[src/rtl/field_select.sv]
// Field/digit selector for the set-time UI: steps an index 0..N_FIELDS-1 from
// debounced buttons, with hold-to-auto-repeat, wrap/saturate ends, idle timeout and direct load.
module field_select #(
    parameter int N_FIELDS      = 4,
    parameter int VAL_W         = 2,
    parameter int RESET_VAL     = 0,
    parameter bit SATURATE      = 1'b0,
    parameter int REPEAT_DELAY  = 500,
    parameter int REPEAT_RATE   = 100,
    parameter int TIMEOUT_TICKS = 0,
    parameter int CNT_W         = 16
) (
    input  logic             i_clk,
    input  logic             i_reset,
    input  logic             i_ena,
    input  logic             i_tick,
    input  logic             i_inc,
    input  logic             i_dec,
    input  logic             i_load,
    input  logic [VAL_W-1:0] i_load_val,
    output logic [VAL_W-1:0] o_val,
    output logic             o_step,
    output logic             o_wrap,
    output logic             o_timeout,
    output logic             o_repeating
);

    localparam logic [VAL_W-1:0] MAX_VAL      = VAL_W'(N_FIELDS - 1);
    localparam logic [VAL_W-1:0] HOME_VAL     = VAL_W'(RESET_VAL);
    localparam logic [CNT_W-1:0] DELAY_LAST   = CNT_W'(REPEAT_DELAY - 1);
    localparam logic [CNT_W-1:0] RATE_LAST    = CNT_W'(REPEAT_RATE - 1);
    localparam bit               TIMEOUT_EN   = (TIMEOUT_TICKS > 0);
    localparam logic [CNT_W-1:0] TIMEOUT_LAST = CNT_W'(TIMEOUT_EN ? TIMEOUT_TICKS - 1 : 0);

    typedef enum logic [1:0] {
        ST_IDLE,
        ST_DELAY,
        ST_REPEAT,
        ST_LOCK
    } state_t;

    state_t           state_q, state_d;
    logic             dir_up_q, dir_up_d;
    logic [CNT_W-1:0] cnt_q, cnt_d;
    logic [CNT_W-1:0] tcnt_q, tcnt_d;
    logic             inc_q, dec_q;
    logic [VAL_W-1:0] val_q, val_d;
    logic             step_q, step_d;
    logic             wrap_q, wrap_d;
    logic             tout_q, tout_d;
    logic             rep_q;

    logic             inc_press, dec_press;
    logic             active_lvl, other_press;
    logic             step_req, step_up;
    logic             at_end;
    logic [VAL_W-1:0] step_val;
    logic [VAL_W-1:0] load_clamped;
    logic             timeout_fire;

    // History regs come out of reset high, so a button held through reset
    // only counts once it has been released and pressed again.
    assign inc_press   = i_inc & ~inc_q;
    assign dec_press   = i_dec & ~dec_q;
    assign active_lvl  = dir_up_q ? i_inc : i_dec;
    assign other_press = dir_up_q ? dec_press : inc_press;

    // Button FSM: decides when a step is requested and in which direction.
    always_comb begin
        // NOTE: every signal driven here gets a default first, so no path can
        // leave one unassigned and infer a latch.
        state_d  = state_q;
        dir_up_d = dir_up_q;
        cnt_d    = cnt_q;
        step_req = 1'b0;
        step_up  = dir_up_q;

        if (!i_ena) begin
            state_d = ST_IDLE;
            cnt_d   = '0;
        end else begin
            case (state_q)
                ST_IDLE: begin
                    if (i_inc && i_dec) begin
                        state_d = ST_LOCK;
                    end else if (inc_press || dec_press) begin
                        step_req = 1'b1;
                        step_up  = inc_press;
                        dir_up_d = inc_press;
                        cnt_d    = '0;
                        state_d  = ST_DELAY;
                    end
                end
                ST_DELAY, ST_REPEAT: begin
                    if (!active_lvl) begin
                        state_d = ST_IDLE;
                        cnt_d   = '0;
                    end else if (other_press) begin
                        state_d = ST_LOCK;
                        cnt_d   = '0;
                    end else if (i_tick) begin
                        if (cnt_q == ((state_q == ST_DELAY) ? DELAY_LAST : RATE_LAST)) begin
                            step_req = 1'b1;
                            cnt_d    = '0;
                            state_d  = ST_REPEAT;
                        end else begin
                            cnt_d = cnt_q + CNT_W'(1);
                        end
                    end
                end
                ST_LOCK: begin
                    if (!i_inc && !i_dec) begin
                        state_d = ST_IDLE;
                    end
                end
                default: begin
                    state_d = ST_IDLE;
                    cnt_d   = '0;
                end
            endcase
        end
    end

    // End handling: at an end the step either wraps or is blocked, and
    // o_wrap reports both cases.
    always_comb begin
        at_end   = step_up ? (val_q == MAX_VAL) : (val_q == '0);
        step_val = val_q;
        if (at_end) begin
            if (!SATURATE) begin
                step_val = step_up ? '0 : MAX_VAL;
            end
        end else begin
            step_val = step_up ? val_q + VAL_W'(1) : val_q - VAL_W'(1);
        end
    end

    assign load_clamped = (i_load_val > MAX_VAL) ? MAX_VAL : i_load_val;

    // Idle timeout counts only while the FSM rests in IDLE with no button held.
    always_comb begin
        tcnt_d       = tcnt_q;
        timeout_fire = 1'b0;
        if (!TIMEOUT_EN || !i_ena) begin
            tcnt_d = '0;
        end else if (i_load || inc_press || dec_press || step_req) begin
            tcnt_d = '0;
        end else if (state_q == ST_IDLE && !i_inc && !i_dec && i_tick) begin
            if (tcnt_q == TIMEOUT_LAST) begin
                timeout_fire = 1'b1;
                tcnt_d       = '0;
            end else begin
                tcnt_d = tcnt_q + CNT_W'(1);
            end
        end
    end

    // Load beats a same-cycle step; the FSM still advances on its own.
    always_comb begin
        val_d  = val_q;
        step_d = 1'b0;
        wrap_d = 1'b0;
        tout_d = 1'b0;
        if (i_ena) begin
            if (i_load) begin
                val_d = load_clamped;
            end else if (step_req) begin
                val_d  = step_val;
                step_d = (step_val != val_q);
                wrap_d = at_end;
            end else if (timeout_fire) begin
                val_d  = HOME_VAL;
                tout_d = 1'b1;
            end
        end
    end

    always_ff @(posedge i_clk) begin
        // NOTE: state registers use non-blocking assignments so every flop
        // samples the pre-edge values regardless of statement order.
        if (i_reset) begin
            state_q  <= ST_IDLE;
            dir_up_q <= 1'b1;
            cnt_q    <= '0;
            tcnt_q   <= '0;
            inc_q    <= 1'b1;
            dec_q    <= 1'b1;
            val_q    <= HOME_VAL;
            step_q   <= 1'b0;
            wrap_q   <= 1'b0;
            tout_q   <= 1'b0;
            rep_q    <= 1'b0;
        end else begin
            state_q  <= state_d;
            dir_up_q <= dir_up_d;
            cnt_q    <= cnt_d;
            tcnt_q   <= tcnt_d;
            inc_q    <= i_inc;
            dec_q    <= i_dec;
            val_q    <= val_d;
            step_q   <= step_d;
            wrap_q   <= wrap_d;
            tout_q   <= tout_d;
            rep_q    <= (state_d == ST_REPEAT);
        end
    end

    assign o_val       = val_q;
    assign o_step      = step_q;
    assign o_wrap      = wrap_q;
    assign o_timeout   = tout_q;
    assign o_repeating = rep_q;

endmodule

[config.mk]
export PLATFORM = sky130hd
export DESIGN_NAME = field_select
export DESIGN_NICKNAME = d
export VERILOG_FILES = /design/src/rtl/field_select.sv
export SDC_FILE = /design/constraint.sdc
export NUM_CORES = 1
export LEC_CHECK = 0
export ABC_AREA = 1
export CAP_MARGIN = 30
export CORE_MARGIN = 5
export CORE_UTILIZATION = 45
export DETAILED_ROUTE_END_ITERATION = 7
export DONT_BUFFER_PORTS = 1
export GPL_ROUTABILITY_DRIVEN = 0
export HOLD_SLACK_MARGIN = 0.15
export PLACE_DENSITY = 0.63
export SKIP_CTS_REPAIR_TIMING = 1
export SLEW_MARGIN = 10
export SYNTH_ARGS = -nofsm -noshare
export SYNTH_HDL_FRONTEND = slang
export SYNTH_SLANG_ARGS = --single-unit
[constraint.sdc]
create_clock -name i_clk -period 2.1 [get_ports i_clk]
set_clock_uncertainty 0.05 [all_clocks]
set_input_delay 0.21 -clock i_clk [delete_from_list [all_inputs] [get_ports i_clk]]
set_output_delay 0.21 -clock i_clk [all_outputs]
set_load 0.02 [all_outputs]
== Word level (Yosys, flattened, before mapping) ==
Index checks and enable logic that the tools add are counted.

* Register bits: 26

* $add $sub $neg: 3
* Magnitude comparators: 1
* Equality and inequality tests: 10
* Muxes and demuxes: 38
* Bitwise gates (word level): 6
* Reduce and logical (&&, ||, !) cells: 14

{| class="wikitable"
|+ Operators by type and width
! cell !! count
|-
| $mux 16 || 6
|-
| $pmux 16 s2 || 1
|-
| $mux 2 || 14
|-
| $add 16x1->16 const B || 1
|-
| $eq 16x9->1 || 1
|-
| $mux 1 || 14
|-
| $mux 9 || 1
|-
| $eq 2x2->1 const B || 4
|-
| $pmux 2 s3 || 1
|-
| $logic_not 2->1 || 2
|-
| $ne 2x2->1 const B || 2
|-
| $ne 4x4->1 const B || 1
|-
| $not 1->1 || 4
|-
| $reduce_and 4->1 || 1
|-
| $reduce_bool 2->1 || 2
|-
| $reduce_or 2->1 || 2
|-
| $reduce_or 4->1 || 1
|-
| $add 2x1->2 const B || 1
|-
| $and 1x1->1 || 2
|-
| $eq 2x1->1 const B || 1
|-
| $gt 2x2->1 const B || 1
|-
| $logic_and 1x1->1 || 2
|-
| $logic_not 1->1 || 2
|-
| $ne 2x2->1 || 1
|-
| 4 further kinds || 4
|}

== Logic depth before layout (Yosys ltp) ==
Gate-level depths: netlist of the first run.

* Depth in word-level cells: 11
* Gate-level depth with buffers: 14
* Gate-level depth less buffers: 14

== Worst setup path before layout of the first run ==
Ideal clock, no wire load.

* Path type: reg-to-reg
* Start: reg state_q[0]
* End: reg cnt_q[7]
* Library setup time: 115 ps
* Data arrival time: 1555 ps
* Setup slack: 380 ps
* Cell stages (with the launch flop): 11
* Buffers on the path: 0
* Cell sequence: dfxtp_1 > inv_1 > ha_1 > inv_1 > o21ai_2 > nand2_8 > nor2_4 > nand2_1 > nor2_1 > nor2_1 > o21a_1

* Word-level cells in the longest chain between the ends: 8
* Elaborated cells between the ends (all ways): 16
* Those cells by class: eq/ne: 6; mux: 6; reduce/logical: 4

{| class="wikitable"
|+ RTL lines
! item !! line !! text
|-
| start, declared || 42 || <nowiki>state_t state_q, state_d;</nowiki>
|-
| start signal, assigned || 194 || <nowiki>state_q <= state_d;</nowiki>
|-
| $eq 2x1->1 || 82, 102 ||
|-
| $mux 9 || 102 || <nowiki>if (cnt_q == ((state_q == ST_DELAY) ? DELAY_LAST : RATE_LAST)) begin</nowiki>
|-
| $eq 16x9->1 || 102 ||
|-
| $mux 16 || 102 ||
|-
| $mux 16 || 101 || <nowiki>end else if (i_tick) begin</nowiki>
|-
| $mux 16 || 98 || <nowiki>end else if (other_press) begin</nowiki>
|-
| $mux 16 || 95 || <nowiki>if (!active_lvl) begin</nowiki>
|-
| $pmux 16 s2 || 82 || <nowiki>case (state_q)</nowiki>
|-
| end signal, assigned || 196 || <nowiki>cnt_q <= cnt_d;</nowiki>
|-
| end, declared || 44 || <nowiki>logic [CNT_W-1:0] cnt_q, cnt_d;</nowiki>
|}

Parallel ways exist; a longest one is shown, timed or not. The select of a mux whose other input is x is not followed.
A chain may end at the register's enable or synchronous reset.

== Final worst setup path of the first run ==
Same ends and word-level chain as after synthesis.

==> out/metrics.csv, run 1 <==
stage,metric,value,unit
floorplan,# rows,22,
place,Placed Instances,297,
clocking,Clock Latency Late Sink,0.27,ns
sta,RSZ-0062 raised after global routing,no,
sta,Final Hold Viols,0,
critical_path,critical path's slowest cell,dfxtp_1,
grt,vias in the first global route,1427,
synthesis,Synth Area per Inst,6.77,µm²
critical_path,"Max FO, Critical Path",14,
grt,gr usage total,14.4,%
detailed_routing,remaining antenna violation count,0,
clocking,CTS root buf,clkbuf_8,
floorplan,die area,5100,µm²
detailed_routing,DRT iter0 DRCs,67,
clocking,CTS Buf Count,3,
finish,# fillers,369,
critical_path,Setup Crit Path Kind,flop to flop,
clocking,H-Tree Level Count,1,
synthesis,Synth Instances,251,
clocking,clock tree buffer depth,2,
place,final HPWL from detailed placement,2.86,mm
finish,fin util,51.4,%
synthesis,Post-Syn Area,1700,µm²
finish,Final nets,276,
place,number of port buffers,0,
critical_path,reg-to-reg setup timing slack,0.19,ns
detailed_routing,Avg WL per Cell,11.7,µm
grt,met3 GRT Util,3.79,%
place,placed instance area,1740,µm²
synthesis,Yosys warnings,0,
sta,setup TNS,0,ns
floorplan,Die X,71.4,µm
finish,final instance area,1880,µm²
flow_run,max-cap violations,0,
floorplan,Starting Density,46.4,%
sta,period utilisation layout,91.1,%
grt,first-pass GRT wire length,6.02,mm
run_status,outcome,"complete, no violations",
sta,Final min period,1.91,ns
critical_path,CP Cell Sequence,inv_1 -> ha_1 -> inv_1 -> o21ai_2 -> nand2_8 -> nor2_4 -> nand2_1 -> nor2_1 -> nor2_1 -> o21a_1,
finish,Inserted Diodes,0,
finish,Synth-to-Final Area Change,10.8,%
power_and_ir_drop,P_leak,0.000779,µW
grt,routing usage on met2,25.5,%
grt,pin count of the biggest net entering global routing,15,
grt,initial antenna violation count,0,
floorplan,io pins,15,
detailed_routing,via count,1561,
synthesis,Yosys reg bits,26,
critical_path,CP Buf/Inv Count,2,
grt,Global Route met1 Usage,16.7,%
detailed_routing,Total Wirelength,3.61,mm
floorplan,Die Y-Extent,71.4,µm
detailed_routing,TritonRoute pass-1 iters,4,
synthesis,"Distinct cells, synth",36,
clocking,CTS tree,built,
grt,GRT Residual Overflow,0,
critical_path,critical path capture point type,flop,
power_and_ir_drop,Design Power,1030,µW
sta,Slew Limit Fails,0,
power_and_ir_drop,Max VDD drop,0.000429,V
detailed_routing,DRC Markers,0,
clocking,clk slew on worst S/H paths,0.09,ns
synthesis,syn nets,265,
clocking,Num Clock Sinks,26,
critical_path,startpoint types,flop,
grt,GR peak layer,met2,
min_path,worst hold path type,input pin to flop,
synthesis,sequential-to-total area share from yosys stat,30.6,%
finish,layout cells sized above 1,13.8,%
detailed_routing,Via density,5.05,
power_and_ir_drop,PD cells,547,nW/µm²
sta,"Setup violations, final",0,
finish,final cell count without fillers,309,
critical_path,"CP delay by family, top",simple AND/OR/NAND/NOR gates,
critical_path,CP required,2.23,ns
critical_path,Worst path max stage delay,0.44,ns
critical_path,CP Data Arrival Time,2.04,ns
floorplan,core area,3660,µm²
sta,Fmax,523,MHz
[synth_stat cells (all sizes together)]
| library cell | n | share of area (%) |
|---|---|---|
| nand2 | 73 | 20 |
| nor2 | 41 | 11 |
| inv | 37 | 8.5 |
| dfxtp | 26 | 31 |
| a21oi | 13 | 4.1 |
| nand3 | 12 | 4.3 |
| o21ai | 11 | 3.5 |
| nand4 | 6 | 2.2 |
| ha | 5 | 3.7 |
| nor3 | 5 | 2.1 |
| a211oi | 4 | 2.4 |
| o21a | 4 | 1.8 |
| nor3b | 3 | 2.2 |
| a31oi | 2 | 0.74 |
| buf | 2 | 1.1 |
| and2 | 1 | 0.52 |
| clkinv | 1 | 0.22 |
| conb | 1 | 0.22 |
| nand3b | 1 | 0.44 |
| nor4 | 1 | 0.37 |
| o21bai | 1 | 0.44 |
| o32ai | 1 | 0.52 |
[through the flow]
stage,setup WS (ns),hold WS (ns)
final,0.186,0.120
after global routing,0.0402,0.158
after CTS,0.172,-0.0351
after detailed placement,0.197,0.254
after global placement,0.243,0.247
after floorplan,0.380,0.242
[area by class of cell]
class	instances	area (µm²)	share of cell area, %
multi-input combinational	185	1020	54.2
sequential	26	523	27.8
inverter	38	148	7.84
timing repair buffer	8	77.6	4.12
tap	48	60.1	3.19
clock buffer	4	55.1	2.92
[logic make-up (layout without fill, tap and decap cells)]
family / Yosys count / in the layout / share of synthesized area (%)
buffers and inverters: 40 / 50 / 9.79
DFF: 26 / 26 / 30.6
and+or+nand+nor: 143 / 143 / 42.3
AOI/OAI and AO/OA: 36 / 36 / 13.3
adders and majority gates: 5 / 5 / 3.68
other: 1 / 1 / 0.221
[power by group]
group,internal (µW),switching (µW)
Clock,168,158
Sequential,504,16.9
Combinational,67.1,118
Total,739,292
[registers in the layout, summed over array words and instances, names as in the netlist]
register,cells
cnt_q,16
dec_q,1
dir_up_q,1
inc_q,1
o_repeating,1
o_step,1
o_val,2
o_wrap,1
state_q,2
[worst paths after layout]
| path | start | to | depth (start not counted) |
|---|---|---|---|
| worst max-delay path | state_q[0] | cnt_q[7] | 10 |
| worst min-delay path | i_load | o_val[0] | 4 |
| worst max register to register | state_q[0] | cnt_q[7] | 10 |
| worst min register to register | cnt_q[14] | cnt_q[14] | 2 |
[layer usage]
layer  part of all wire [%]  up-vias
li1                       -      821
met1                     44      698
met2                     50       35
met3                    4.4        7
met4                    1.7        0
met5                      0        -
[cell usage in the layout (no fill, tap or decap)]
cell           Yosys  routed
a211oi_1           2       2
a211oi_2           2       2
a21oi_1           12      12
a21oi_2            1       1
a31oi_1            2       2
and2_4             1       1
buf_4              1       1
clkbuf_8           0       4
clkinv_1           1       1
conb_1             1       1
dfxtp_1           26      24
dfxtp_2            0       2
dlygate4sd3_1      0       7
ha_1               5       4
ha_2               0       1
inv_1             32      32
inv_2              4       4
inv_6              1       1
nand2_1           67      65
nand2_2            2       4
nand2_4            1       1
nand2_8            3       3
nand3_1           11      11
nand3_4            1       1
nand3b_1           1       1
nand4_1            6       6
nor2_1            37      37
nor2_2             1       1
nor2_4             3       3
nor3_1             3       3
nor3_2             2       2
nor3b_2            3       3
nor4_1             1       1
o21a_1             4       4
o21ai_0            5       5
o21ai_1            5       5
o21ai_2            1       1
o21bai_1           1       1
o32ai_1            1       1
[tightest hold or removal path, delay by kind of cell]
| family | cells | cell delay [ns] |
|---|---|---|
| and+or+nand+nor | 3 | 0.16 |
| AOI/OAI and AO/OA | 1 | 0.04 |
Power figures use the tool's default switching activity.
==> inputs of run 2 (changes only) <==
- CORE_ASPECT_RATIO: unset -> 1.75
==> out/metrics.csv, run 2 (synthesis results as in run 1) <==
stage,metric,value,unit,change
grt,routing usage on met2,33.5,%,+8.0 points
clocking,H-Tree Level Count,1,,unchanged
power_and_ir_drop,P_leak,0.000785,µW,+0.76%
finish,most frequent cells in the layout,"67 x nand2_1, 37 x nor2_1, 32 x inv_1, 26 x dfxtp_1, 12 x a21oi_1",,
critical_path,startpoint types,flop,,
detailed_routing,TritonRoute pass-1 iters,4,,unchanged
critical_path,CP Data Arrival Time,2.06,ns,+0.02 ns
grt,gr usage total,16.5,%,+2.1 points
sta,Final min period,1.94,ns,+0.0216 ns
finish,final instance area,1890,µm²,+0.33%
sta,period utilisation layout,92.2,%,+1.0 points
flow_run,max-cap violations,0,,unchanged
finish,Biggest register,cnt_q,,
detailed_routing,remaining antenna violation count,0,,unchanged
place,final HPWL from detailed placement,3.23,mm,+13%
detailed_routing,via count,1570,,+0.58%
clocking,clk slew on worst S/H paths,0.09,ns,about the same
grt,vias in the first global route,1607,,+13%
run_status,outcome,"complete, no violations",,
detailed_routing,Total Wirelength,3.90,mm,+7.9%
power_and_ir_drop,Max VDD drop,0.000378,V,-12%
clocking,CTS Buf Count,3,,unchanged
grt,GRT Residual Overflow,0,,unchanged
sta,"Setup violations, final",0,,unchanged
grt,Global Route met1 Usage,14.5,%,-2.1 points
detailed_routing,DRC Markers,0,,unchanged
floorplan,# rows,29,,+32%
floorplan,Starting Density,46.8,%,+0.42 points
finish,"most common cell after layout, fill and taps aside",nand2_1,,
sta,RSZ-0062 raised after global routing,no,,
finish,fin util,52.1,%,+0.63 points
floorplan,die area,5150,µm²,+0.96%
grt,GR peak layer,met2,,
sta,Final WS setup,0.165,ns,-0.0216 ns
power_and_ir_drop,PD cells,598,nW/µm²,+9.2%
detailed_routing,DRT iter0 DRCs,26,,-61%
clocking,Clock Latency Late Sink,0.28,ns,about the same
critical_path,CP required,2.23,ns,about the same
finish,Synth-to-Final Area Change,11.2,%,
min_path,worst hold path type,input pin to flop,,
clocking,clock tree buffer depth,2,,unchanged
finish,layout cells sized above 1,12.3,%,-1.5 points
detailed_routing,Avg WL per Cell,12.7,µm,+8.6%
grt,initial antenna violation count,0,,unchanged
place,number of port buffers,0,,unchanged
floorplan,io pins,15,,unchanged
grt,first-pass GRT wire length,6.78,mm,+12%
sta,setup TNS,0,ns,unchanged
critical_path,"Max FO, Critical Path",14,,unchanged
floorplan,Die X,56.5,µm,-21%
finish,max reg flops,16,,unchanged
clocking,Num Clock Sinks,26,,unchanged
detailed_routing,Via density,5.11,,+1.2%
sta,Slew Limit Fails,0,,unchanged
finish,Inserted Diodes,0,,unchanged
sta,Fmax,517,MHz,-1.1%
power_and_ir_drop,Design Power,1130,µW,+9.6%
sta,Final Hold Viols,0,,unchanged
grt,met3 GRT Util,3.12,%,-0.67 points
place,placed instance area,1750,µm²,+0.29%
clocking,CTS tree,built,,
floorplan,core area,3630,µm²,-0.89%
grt,pin count of the biggest net entering global routing,16,,+1
clocking,CTS root buf,clkbuf_8,,
finish,Final nets,276,,unchanged
critical_path,critical path capture point type,flop,,
floorplan,Die Y-Extent,91.3,µm,+28%
place,Place WS,0.196,ns,-0.000618 ns
critical_path,Setup Crit Path Kind,flop to flop,,
run 2: cell types whose count changed in the layout (fill, tap and decap cells not counted), sizes merged:
cell and delta:
clkbuf -1, bufinv +1
run 2: per-layer routing:
layer / part of all wire, % / vias up
met2: 59 / 26
met5: 0 / -
met3: 2.6 / 11
met1: 35 / 713
li1: - / 820
met4: 3.5 / 0
run 2: through the flow:
stage                     std cells  hold WS (ns)
after global routing            307         0.163
final                           307         0.110
after global placement          296         0.252
after CTS                       300       -0.0305
after floorplan                 251         0.242
after detailed placement        296         0.257
run 2: worst paths after layout:
check | slack (ns) | end | start | depth (start not counted)
max | 0.16 | cnt_q[7] | state_q[0] | 10
min | 0.11 | o_val[0] | i_load | 4
max reg2reg | 0.16 | cnt_q[7] | state_q[0] | 10
min reg2reg | 0.42 | cnt_q[14] | cnt_q[14] | 2
run 2: worst max-delay path, stage by stage (launching register included):
cell	delay (ns)
dfxtp_1	0.45
inv_1	0.08
ha_2	0.35
inv_1	0.05
o21ai_2	0.21
nand2_8	0.14
nor2_4	0.14
nand2_1	0.12
nor2_1	0.11
nor2_1	0.05
o21a_1	0.09
run 2: power by group:
part	internal [µW]	switching, µW	leakage [µW]	total, µW
combinational	68.3	120	0.000539	188
clock	255	165	0.0000357	421
sequential	504	17.0	0.000211	521
total	828	302	0.000785	1130
run 2: layout make-up:
class / count / area (µm²)
Fill cell: 378 / 1740
Multi-Input combinational cell: 185 / 1010
Sequential cell: 26 / 520
Inverter: 38 / 148
Timing Repair Buffer: 8 / 77.6
Tap cell: 46 / 57.6
Clock buffer: 3 / 41.3
Clock inverter: 1 / 30.0
